===== src/rtl/seq_detector.sv =====
// -----------------------------------------------------------------------------
// seq_detector
//   Moore serial-pattern detector for a runtime-programmable PAT_W-bit pattern.
//   The state is the length of the longest pattern prefix that is also a suffix
//   of the bits consumed so far (0..PAT_W), binary encoded. The KMP-style
//   fallback on a mismatch is derived combinationally from the pattern
//   register, so a newly loaded pattern takes effect on the next consumed bit
//   with no table to rebuild.
//
//   Optional feature macro: SEQ_DET_COUNT_EN
//     defined   -> saturating match counter on match_count, cleared by cnt_clr
//     undefined -> match_count tied to zero, cnt_clr ignored, no counter flops
// -----------------------------------------------------------------------------
module seq_detector #(
    parameter int                 PAT_W       = 4,
    parameter logic [PAT_W-1:0]   DEFAULT_PAT = 4'b1011,
    parameter int                 CNT_W       = 8
) (
    input  logic               clk,
    input  logic               reset,
    input  logic               en,
    input  logic               a,
    input  logic               overlap,
    input  logic               pat_load,
    input  logic [PAT_W-1:0]   pattern_in,
    input  logic               cnt_clr,
    output logic               y,
    output logic [CNT_W-1:0]   match_count
);

    // State width covers 0..PAT_W; history vector is one bit wider than the
    // pattern so that "prefix(k) followed by the new bit" always fits.
    localparam int             SW     = $clog2(PAT_W + 1);
    localparam int             LW     = PAT_W + 1;
    localparam logic [SW-1:0]  FULL_S = SW'(PAT_W);

    // -------------------------------------------------------------------------
    // Next-state function.
    //   k   : current matched prefix length (0..PAT_W)
    //   b   : incoming bit
    //   The string seen is prefix(k) followed by b. The new state is the largest
    //   m (1..PAT_W, m <= k+1) for which the last m bits of that string equal
    //   prefix(m). Because m never exceeds PAT_W, calling this with k = PAT_W
    //   behaves exactly like stepping from the longest proper border, which is
    //   the overlapping-match behaviour.
    //   The pattern's MSB is the first received bit, so prefix(m) as a value is
    //   simply pat >> (PAT_W - m).
    // -------------------------------------------------------------------------
    function automatic logic [SW-1:0] kmp_next(
        input logic [PAT_W-1:0] pat,
        input logic [SW-1:0]    k,
        input logic             b
    );
        logic [LW-1:0] hist;
        logic [LW-1:0] msk;
        logic [LW-1:0] pfx;
        logic [SW-1:0] best;
        hist = (({1'b0, pat} >> (FULL_S - k)) << 1) | {{PAT_W{1'b0}}, b};
        best = {SW{1'b0}};
        for (int m = 1; m <= PAT_W; m++) begin
            msk = {LW{1'b1}} >> (LW - m);
            pfx = {1'b0, pat} >> (PAT_W - m);
            if ((SW'(m - 1) <= k) && ((hist & msk) == pfx)) begin
                best = SW'(m);
            end else begin
                best = best;
            end
        end
        return best;
    endfunction

    logic [SW-1:0]    state_r;
    logic [SW-1:0]    state_nxt_s;
    logic [SW-1:0]    k_eff_s;
    logic [PAT_W-1:0] pat_r;
    logic [PAT_W-1:0] pat_nxt_s;
    logic             consume_s;
    logic             y_r;

    // Effective starting point for the step: a completed match in
    // non-overlapping mode restarts from empty; an out-of-range state code
    // (unreachable in normal operation) also falls back to empty.
    always_comb begin
        k_eff_s = state_r;
        if (state_r > FULL_S) begin
            k_eff_s = {SW{1'b0}};
        end else if ((state_r == FULL_S) && !overlap) begin
            k_eff_s = {SW{1'b0}};
        end else begin
            k_eff_s = state_r;
        end
    end

    // Next-state and pattern update: pattern load beats a sample strobe,
    // and with neither active everything holds.
    always_comb begin
        state_nxt_s = state_r;
        pat_nxt_s   = pat_r;
        consume_s   = 1'b0;
        if (pat_load) begin
            pat_nxt_s   = pattern_in;
            state_nxt_s = {SW{1'b0}};
        end else if (en) begin
            consume_s   = 1'b1;
            state_nxt_s = kmp_next(pat_r, k_eff_s, a);
        end else begin
            state_nxt_s = state_r;
        end
    end

    // State, pattern and match-flag registers; y is a registered decode of
    // the next state so it carries no combinational path from a.
    always_ff @(posedge clk or posedge reset) begin
        if (reset) begin
            state_r <= {SW{1'b0}};
            pat_r   <= DEFAULT_PAT;
            y_r     <= 1'b0;
        end else begin
            state_r <= state_nxt_s;
            pat_r   <= pat_nxt_s;
            y_r     <= (state_nxt_s == FULL_S);
        end
    end

    assign y = y_r;

`ifdef SEQ_DET_COUNT_EN
    localparam logic [CNT_W-1:0] CNT_MAX = {CNT_W{1'b1}};

    logic [CNT_W-1:0] cnt_r;

    // Saturating match counter: clear beats increment; a pattern load
    // leaves the count untouched.
    always_ff @(posedge clk or posedge reset) begin
        if (reset) begin
            cnt_r <= {CNT_W{1'b0}};
        end else if (cnt_clr) begin
            cnt_r <= {CNT_W{1'b0}};
        end else if (consume_s && (state_nxt_s == FULL_S) && (cnt_r != CNT_MAX)) begin
            cnt_r <= cnt_r + CNT_W'(1);
        end else begin
            cnt_r <= cnt_r;
        end
    end

    assign match_count = cnt_r;
`else
    logic unused_s;

    assign match_count = {CNT_W{1'b0}};
    assign unused_s    = ^{cnt_clr, consume_s};
`endif

endmodule

===== config.mk =====
export PLATFORM = sky130hd
export DESIGN_NAME = seq_detector
export DESIGN_NICKNAME = d
export VERILOG_FILES = /design/src/rtl/seq_detector.sv
export SDC_FILE = /design/constraint.sdc
export NUM_CORES = 1
export LEC_CHECK = 0
export CAP_MARGIN = 20
export CORE_MARGIN = 2
export CORE_UTILIZATION = 50
export CTS_BUF_LIST = sky130_fd_sc_hd__clkbuf_2
export DETAILED_ROUTE_END_ITERATION = 8
export PLACE_DENSITY = 0.81
export SYNTH_ARGS = -nofsm -noshare
export SYNTH_HDL_FRONTEND = slang
export SYNTH_SLANG_ARGS = --single-unit

===== constraint.sdc =====
create_clock -name clk -period 7.7 [get_ports clk]
set_input_delay 1.54 -clock clk [delete_from_list [all_inputs] [get_ports clk]]
set_output_delay 1.54 -clock clk [all_outputs]
set_load 0.03 [all_outputs]

==> results.ini, run 1 <==
[power]
peakVddDrop_uv=116.0
powerDensity_mw_per_mm2=139.1
leakage_nw=0.3358
total_power_mw=0.1164

[clocking]
post_cts_resized=0
insertion_delay_ns=0.23
clock-sinks=8
cts_hold_buf=0
cts_max_level=1
cts.clk_slew.worst_paths_ns=0.07
cts-root-buf=clkbuf_2
clockBufferDepth=2
cts_tree=yes
cts-buffers-inserted=3
postCtsSetupRepairBufs=0

[sta]
drv_slew=0
hold_viol=0
finalSetupTns_ns=0
fmax_mhz=280.2
fin_crit_ns=3.569
min_period_over_period=0.4636
rsz0062_at_grt=no
skew_ns=0.008101
setup_ws_ns=4.131
setup_viol=0

[worst_hold_path]
hold_class=reg -> reg
hp-start=state_r[0]$_DFF_PP0_
min_to=state_r[0]$_DFF_PP0_
hold_depth=2

[worst_setup_path]
start_kind=input port
r2r-start=state_r[2]$_DFF_PP0_
rrSetupSlack_ns=4.61
r2r-end=state_r[0]$_DFF_PP0_
cp.arrival_ns=3.72
critical_path_class=in -> reg
crit_required_ns=7.85
cp-end-kind=flip-flop
crit_fanout=7
worst_r2r_path_depth=10

[synthesis]
avgSynthCellArea_um2=8.647
postSynthCellCount=90
synth_cell_type_count=37
yosys_most_used_dff=dfrtp_1
syn_area_um2=778.2
yosysWarnings=0
ys_ff_latch=8
synthArstFlopShare=1.000
ys_seq_area_frac=0.2621
synth-edff-count=0

[layout]
num-nets-final=109
diodes=0
multi_input_area_um2=474.2
finish.utilization=0.5622
area.sequential_um2=203.9
drive_above_1_share=0.1474
final.fill_count=133
final_common_cell=clkdlybuf4s50_1
area_growth_pct=7.556
final_cell_mix=clkdlybuf4s50_1, conb_1, nor2_1

[drt]
wl_met2_um=695
vias=612
routed.top_layer=met3
drt_first_iter_violations=6
routed_via_density=5.514
ant_nets=0
wl_met1_um=629
route.detailed.drc=0
wl_met3_um=57
wl_per_cell_um=12.45
drt_wl_total_um=1382
drt_pre_antenna_iters=2

[global_routing]
grt-ovfl-total=0
antenna_found_initial=0
grt.total_usage=0.1779
grt_pass1_wl_um=2580
grt_pass1_vias=599
grt_max_degree=15

[die]
die_h_um=43.45
die_w_um=43.45
core.rowCount=14
core-area_mm2=0.001489
die_area_mm2=0.001888
start_util=0.5227
io_pins=20

[run]
maxCapViolCount=0

[placement]
dp_slack_ns=3.899
hpwlAfterDp_um=1122
portBuffers=10
gp_congestion=0.7863

[run_status]
status=completed

-- state kept, by name (all words and copies together) (netlist names) --
signal	flops
pat_r	4
state_r	3
y	1
-- metrics by stage --
stage,area [µm²],hold slack [ns],cells
5_1_grt,837.1,0.6122,111
2_1_floorplan,804.5,0.4842,97
6_report,837.1,0.5669,111
3_3_place_gp,817.0,0.5258,107
4_1_cts,837.1,0.5776,111
3_5_place_dp,817.0,0.5553,107
-- Yosys cell counts, types with 3 or more instances --
master,n,share of area
inv_1,5,0.024
mux2_2,3,0.043
dfrtp_1,5,0.16
buf_4,8,0.077
a21oi_1,4,0.026
dfstp_2,3,0.10
nor2_1,7,0.034
nand2_1,6,0.029
clkbuf_1,3,0.014
-- worst max path at each step --
stage                      endpoint  slack, ns  startpoint  cells after the start
2_1_floorplan  state_r[1]$_DFF_PP0_       4.58     overlap                      8
3_3_place_gp   state_r[0]$_DFF_PP0_       3.97     overlap                      8
3_5_place_dp   state_r[0]$_DFF_PP0_       3.90     overlap                      8
4_1_cts        state_r[0]$_DFF_PP0_       4.14     overlap                      8
5_1_grt        state_r[1]$_DFF_PP0_       4.00     overlap                      8
6_report       state_r[0]$_DFF_PP0_       4.13     overlap                      8
-- worst max-delay path, stage by stage --
cell	delay, ns
clkdlybuf4s50_1	0.48
and4bb_4	0.27
xor2_2	0.26
a211o_1	0.34
xor2_2	0.11
and4_4	0.20
or3b_1	0.36
o21ai_1	0.16
-- area by class of cell --
type	instances	area share
multi-input combinational	68	0.5665
timing repair buffer	10	0.1196
inverter	5	0.02242
tap	16	0.02392
sequential	8	0.2436
clock buffer	4	0.02392
-- power by group --
group / leakage, nW / internal, mW / switching (mW) / total [mW]
Combinational: 0.220 / 0.0160 / 0.0213 / 0.0372
Sequential: 0.0989 / 0.0460 / 0.00596 / 0.0520
Clock: 0.0166 / 0.0138 / 0.0134 / 0.0273
-- logic make-up after synthesis --
group,after synthesis,synth area share
AOI/OAI and AO/OA,22,0.1994
xor gates and xnor gates,6,0.08682
adders and majority gates,2,0.03215
buffers and inverters,21,0.1624
DFF,8,0.2621
muxes,5,0.06913
other,1,0.004819
and+or+nand+nor,25,0.1833
-- routing by layer --
metal	GRT usage	vias up
met3	0.03333	0
met4	0.06061	0
met5	0	-
li1	-	311
met2	0.3045	12
met1	0.2245	289
No activity file was read; power rests on OpenSTA's default activity.
==> run 2, diff against run 1 <==
- CORE_UTILIZATION: 50 -> 45
- PLACE_DENSITY: 0.81 -> 0.77
- clock period: 7.7 -> 3.22 ns (I/O delays scaled with it)
==> run 2 against run 1 <==
Wire length rose by 3.6%; setup slack got worse by 3.6 ns; largest power group unchanged; register-to-register slack got worse by 4.1 ns; sequential cell count did not move; die area grew 10%; combinational power is 150% higher; global-route usage fell by 1.5 points.
==> results.ini, run 2 (synthesis results as in run 1) <==
[run_status]
status=completed

[drt]
routed_via_density=5.544
route.detailed.drc=0
wl_per_cell_um=12.56
drt_first_iter_violations=2
vias=632
drt_wl_total_um=1432
ant_nets=0
drt_pre_antenna_iters=4

[worst_setup_path]
cp.arrival_ns=2.88
start_kind=flip-flop
crit_chain=or2b_1 -> ha_1 -> nor2b_1 -> a211oi_1 -> a211o_1 -> xor2_2 -> and4_4 -> or3b_1 -> o21ai_1
critical_path_class=reg -> reg
crit_path_top_delay_cell=dfrtp_1
crit_required_ns=3.39
cp.buffers_inverters=0
crit_fanout=9
cp_top_family=simple AND/OR/NAND/NOR gates
cpPeakStageDelay_ns=0.44
cp-end-kind=flip-flop

[clocking]
insertion_delay_ns=0.25
clock-sinks=8
postCtsSetupRepairBufs=0
cts-buffers-inserted=3
clockBufferDepth=2
cts_tree=yes
post_cts_resized=0
cts.clk_slew.worst_paths_ns=0.08
cts_max_level=1
cts_hold_buf=0
cts-root-buf=clkbuf_2

[die]
die_area_mm2=0.002078
start_util=0.4659
core-area_mm2=0.001670
die_h_um=45.59
die_w_um=45.59
io_pins=20
core.rowCount=15

[placement]
dp.cells=110
portBuffers=10
gp_congestion=0.8276
hpwlAfterDp_um=1098

[layout]
finalNonFillerCells=114
area_growth_pct=9.646
drive_above_1_share=0.1649
largest_reg_flops=4
final.fill_count=156
diodes=0
final_common_cell=clkdlybuf4s50_1
num-nets-final=111
regMostFlops=pat_r
final_cell_mix=clkdlybuf4s50_1, conb_1, nor2_1

[sta]
rsz0062_at_grt=no
finalSetupTns_ns=0
fmax_mhz=369.6
skew_ns=0.004696
worst_pin_slew_ns=0.4854
setup_viol=0
fin_crit_ns=2.706
min_period_over_period=0.8402
hold_viol=0
drv_slew=0
slew_headroom=0.6680

[global_routing]
grt_pass1_vias=574
grt_pass1_wl_um=2408
grt-ovfl-total=0
antenna_found_initial=0
grt.total_usage=0.1631
grt_max_degree=15

[power]
powerDensity_mw_per_mm2=335.9
leakage_nw=0.3454
peakVddDrop_uv=248.7

[run]
maxCapViolCount=0

[worst_hold_path]
hold_class=reg -> reg

-- run 2: changes by cell type in the layout (fill, tap and decap cells not counted) --
| cell | change |
|---|---|
| buf_4 | +2 |
-- run 2: worst paths after layout --
kind                                       from              endpoint  slack (ns)  depth (start not counted)
hold reg to reg            state_r[0]$_DFF_PP0_  state_r[0]$_DFF_PP0_        0.56                          2
hold / removal             state_r[0]$_DFF_PP0_  state_r[0]$_DFF_PP0_        0.56                          2
max in group asynchronous                 reset  pat_r[0]$_DFFE_PP1P_        2.31                          2
setup reg to reg           state_r[2]$_DFF_PP0_  state_r[1]$_DFF_PP0_        0.51                          9
min in group asynchronous                 reset           y$_DFF_PP0_        0.62                          2
setup / recovery           state_r[2]$_DFF_PP0_  state_r[1]$_DFF_PP0_        0.51                          9
-- run 2: report_power, final --
group	leakage (nW)	switching [mW]	internal (mW)
clock	0.0166	0.0376	0.0330
sequential	0.0989	0.0142	0.110
combinational	0.230	0.0511	0.0408
total	0.345	0.103	0.184
-- run 2: routing by layer --
metal	global-route usage	vias to the layer above	routed length [µm]
li1	-	314	-
met1	0.1715	302	644
met2	0.2845	12	720
met3	0.07143	4	45
met4	0.05882	0	21
met5	0	-	0
-- run 2: metrics by stage --
step                      area, µm²  worst slack [ns]  utilization  total power, mW  hold WS [ns]
after floorplan               804.5            0.5536            -           0.2051        0.4575
after global placement        833.3            0.4012       0.4989           0.2140        0.5278
after detailed placement      833.3            0.3485       0.4989           0.2167        0.5427
after CTS                     853.3            0.5411       0.5109           0.2875        0.5648
after global routing          853.3            0.3104       0.5109           0.3072        0.6011
final                         853.3            0.5145       0.5109           0.2866        0.5601
-- run 2: area by class of cell --
type                       count  area (µm²)  area share
clock buffer                   4       20.02     0.02346
inverter                       5       18.77     0.02199
multi-input combinational     68       474.2      0.5557
sequential                     8       203.9      0.2390
tap                           17       21.27     0.02493
timing repair buffer          12       115.1      0.1349
-- run 2: worst register-to-register path, stage by stage, from the launching register on --
cell and delay, ns:
dfrtp_1 0.44, or2b_1 0.26, ha_1 0.42, nor2b_1 0.15
a211oi_1 0.05, a211o_1 0.41, xor2_2 0.18, and4_4 0.19
or3b_1 0.36, o21ai_1 0.16
==> run 3, diff against run 2 <==
- clock period: 3.22 -> 2.2 ns (I/O delays scaled with it)
==> run 3 against run 2 <==
The flow now finishes with violations (negative setup slack); sequential share of layout area decreased by 3.3 points; final area rose by 16%; clock skew grew 0.013 ns; sequential power up 40%; maximum frequency grew 16%; core utilization up 8.1 points; clock power rose by 52%; global-route usage increased by 3.9 points; sequential cell count did not move; hold slack worse by 0.15 ns.
==> results.ini, run 3 (synthesis results as in run 1) <==
[drt]
ant_nets=0
vias=675
routed_via_density=5.400
drt_first_iter_violations=16
route.detailed.drc=0
drt_pre_antenna_iters=4
drt_wl_total_um=1760
wl_per_cell_um=14.08

[sta]
hold_viol=0
skew_ns=0.01805
finalSetupTns_ns=-0.2489
fmax_mhz=429.4
drv_slew=0
setup_ws_ns=-0.1288
fin_crit_ns=2.329
min_period_over_period=1.059
setup_viol=2
rsz0062_at_grt=yes
hold_ws_ns=0.4118

[layout]
finalInstanceArea_um2=988.4
num-nets-final=122
final_common_cell=buf_4
finish.utilization=0.5918
finalNonFillerCells=125
regMostFlops=pat_r
largest_reg_flops=4
multi_input_area_um2=524.3
area_growth_pct=27.01
drive_above_1_share=0.3519
diodes=0
final_cell_mix=buf_4, clkdlybuf4s50_1, conb_1
final.fill_count=145
area.sequential_um2=203.9

[clocking]
clock-sinks=8
clockBufferDepth=2
cts-buffers-inserted=3
cts_hold_buf=0
cts.clk_slew.worst_paths_ns=0.10
insertion_delay_ns=0.26
cts_tree=yes
cts_max_level=1
cts-root-buf=clkbuf_2
postCtsSetupRepairBufs=0

[placement]
dp.cells=121
portBuffers=10
place_area_um2=930.9
gp_congestion=0.8251
hpwlAfterDp_um=1354
dp_slack_ns=-0.3025

[worst_setup_path]
critical_path_class=reg -> reg
cp-end-kind=flip-flop
cp_top_family=simple AND/OR/NAND/NOR gates
crit_required_ns=2.39
start_kind=flip-flop
crit_path_top_delay_cell=dfrtp_1
r2r-start=state_r[2]$_DFF_PP0_
rrSetupSlack_ns=-0.13
worst_r2r_path_depth=9
cpPeakStageDelay_ns=0.42
cp.buffers_inverters=0
r2r-end=state_r[1]$_DFF_PP0_
cp.arrival_ns=2.52
crit_fanout=6
crit_chain=or2b_1 -> ha_4 -> nor2b_2 -> a211oi_2 -> a211o_1 -> xor2_2 -> and4_4 -> or3b_4 -> o21ai_1

[power]
power_switching_share=0.3698
total_power_mw=0.4646
pwr-share-seq=0.376
peakVddDrop_uv=256.7
pwr-share-comb=0.394
p_int_mw=0.2928
leakage_nw=0.4066
switchingPower_mw=0.1718
clock_power_share=0.230
powerDensity_mw_per_mm2=470.0

[die]
io_pins=20
die_h_um=45.59
start_util=0.4659
die_w_um=45.59
core-area_mm2=0.001670
core.rowCount=15
die_area_mm2=0.002078

[run]
maxCapViolCount=0

[global_routing]
grt_pass1_vias=648
grt-ovfl-total=0
antenna_found_initial=0
grt_max_degree=14
grt.total_usage=0.2018
grt_pass1_wl_um=2884

[run_status]
violations=negative setup slack
status=finished with violations

[worst_hold_path]
hold_class=in -> async

-- run 3: cell types whose count changed in the layout (fill, tap and decap cells not counted), sizes merged --
cell and delta:
buf +11
-- run 3: final cells by class --
| class | count | share of cell area |
|---|---|---|
| timing repair buffer | 23 | 0.2000 |
| inverter | 5 | 0.02152 |
| clock buffer | 4 | 0.02025 |
| sequential | 8 | 0.2063 |
| multi-input combinational | 68 | 0.5304 |
| tap | 17 | 0.02152 |
-- run 3: layer usage --
metal	GRT usage	vias to the layer above	part of all wire	routed length (µm)
met5	0	-	0	0
met4	0.1059	0	0.022	38
met3	0.03571	4	0.043	76
met2	0.3493	17	0.51	906
met1	0.2334	316	0.42	738
li1	-	338	-	-
-- run 3: power by group through the flow --
stage | combinational (mW) | clock [mW] | sequential (mW)
final | 0.183 | 0.107 | 0.174
after global routing | 0.200 | 0.116 | 0.176
after CTS | 0.181 | 0.104 | 0.174
after detailed placement | 0.169 | 0 | 0.177
after global placement | 0.162 | 0 | 0.177
after floorplan | 0.141 | 0 | 0.168
-- run 3: worst max-delay path by stage --
stage / from / slack, ns / cells past startpoint / end
detailed placement: overlap / -0.30 / 9 / state_r[1]$_DFF_PP0_
global placement: overlap / -0.29 / 8 / state_r[0]$_DFF_PP0_
CTS: state_r[2]$_DFF_PP0_ / -0.13 / 8 / state_r[1]$_DFF_PP0_
finish: state_r[2]$_DFF_PP0_ / -0.13 / 9 / state_r[1]$_DFF_PP0_
global route: state_r[2]$_DFF_PP0_ / -0.25 / 9 / state_r[0]$_DFF_PP0_
floorplan: state_r[2]$_DFF_PP0_ / -0.23 / 10 / state_r[0]$_DFF_PP0_
-- run 3: what timing repair did --
item | CTS | global route
pin swaps | 4 | 1
endpoints found under the setup margin | 2 | 4
resized for setup | 9 | 3
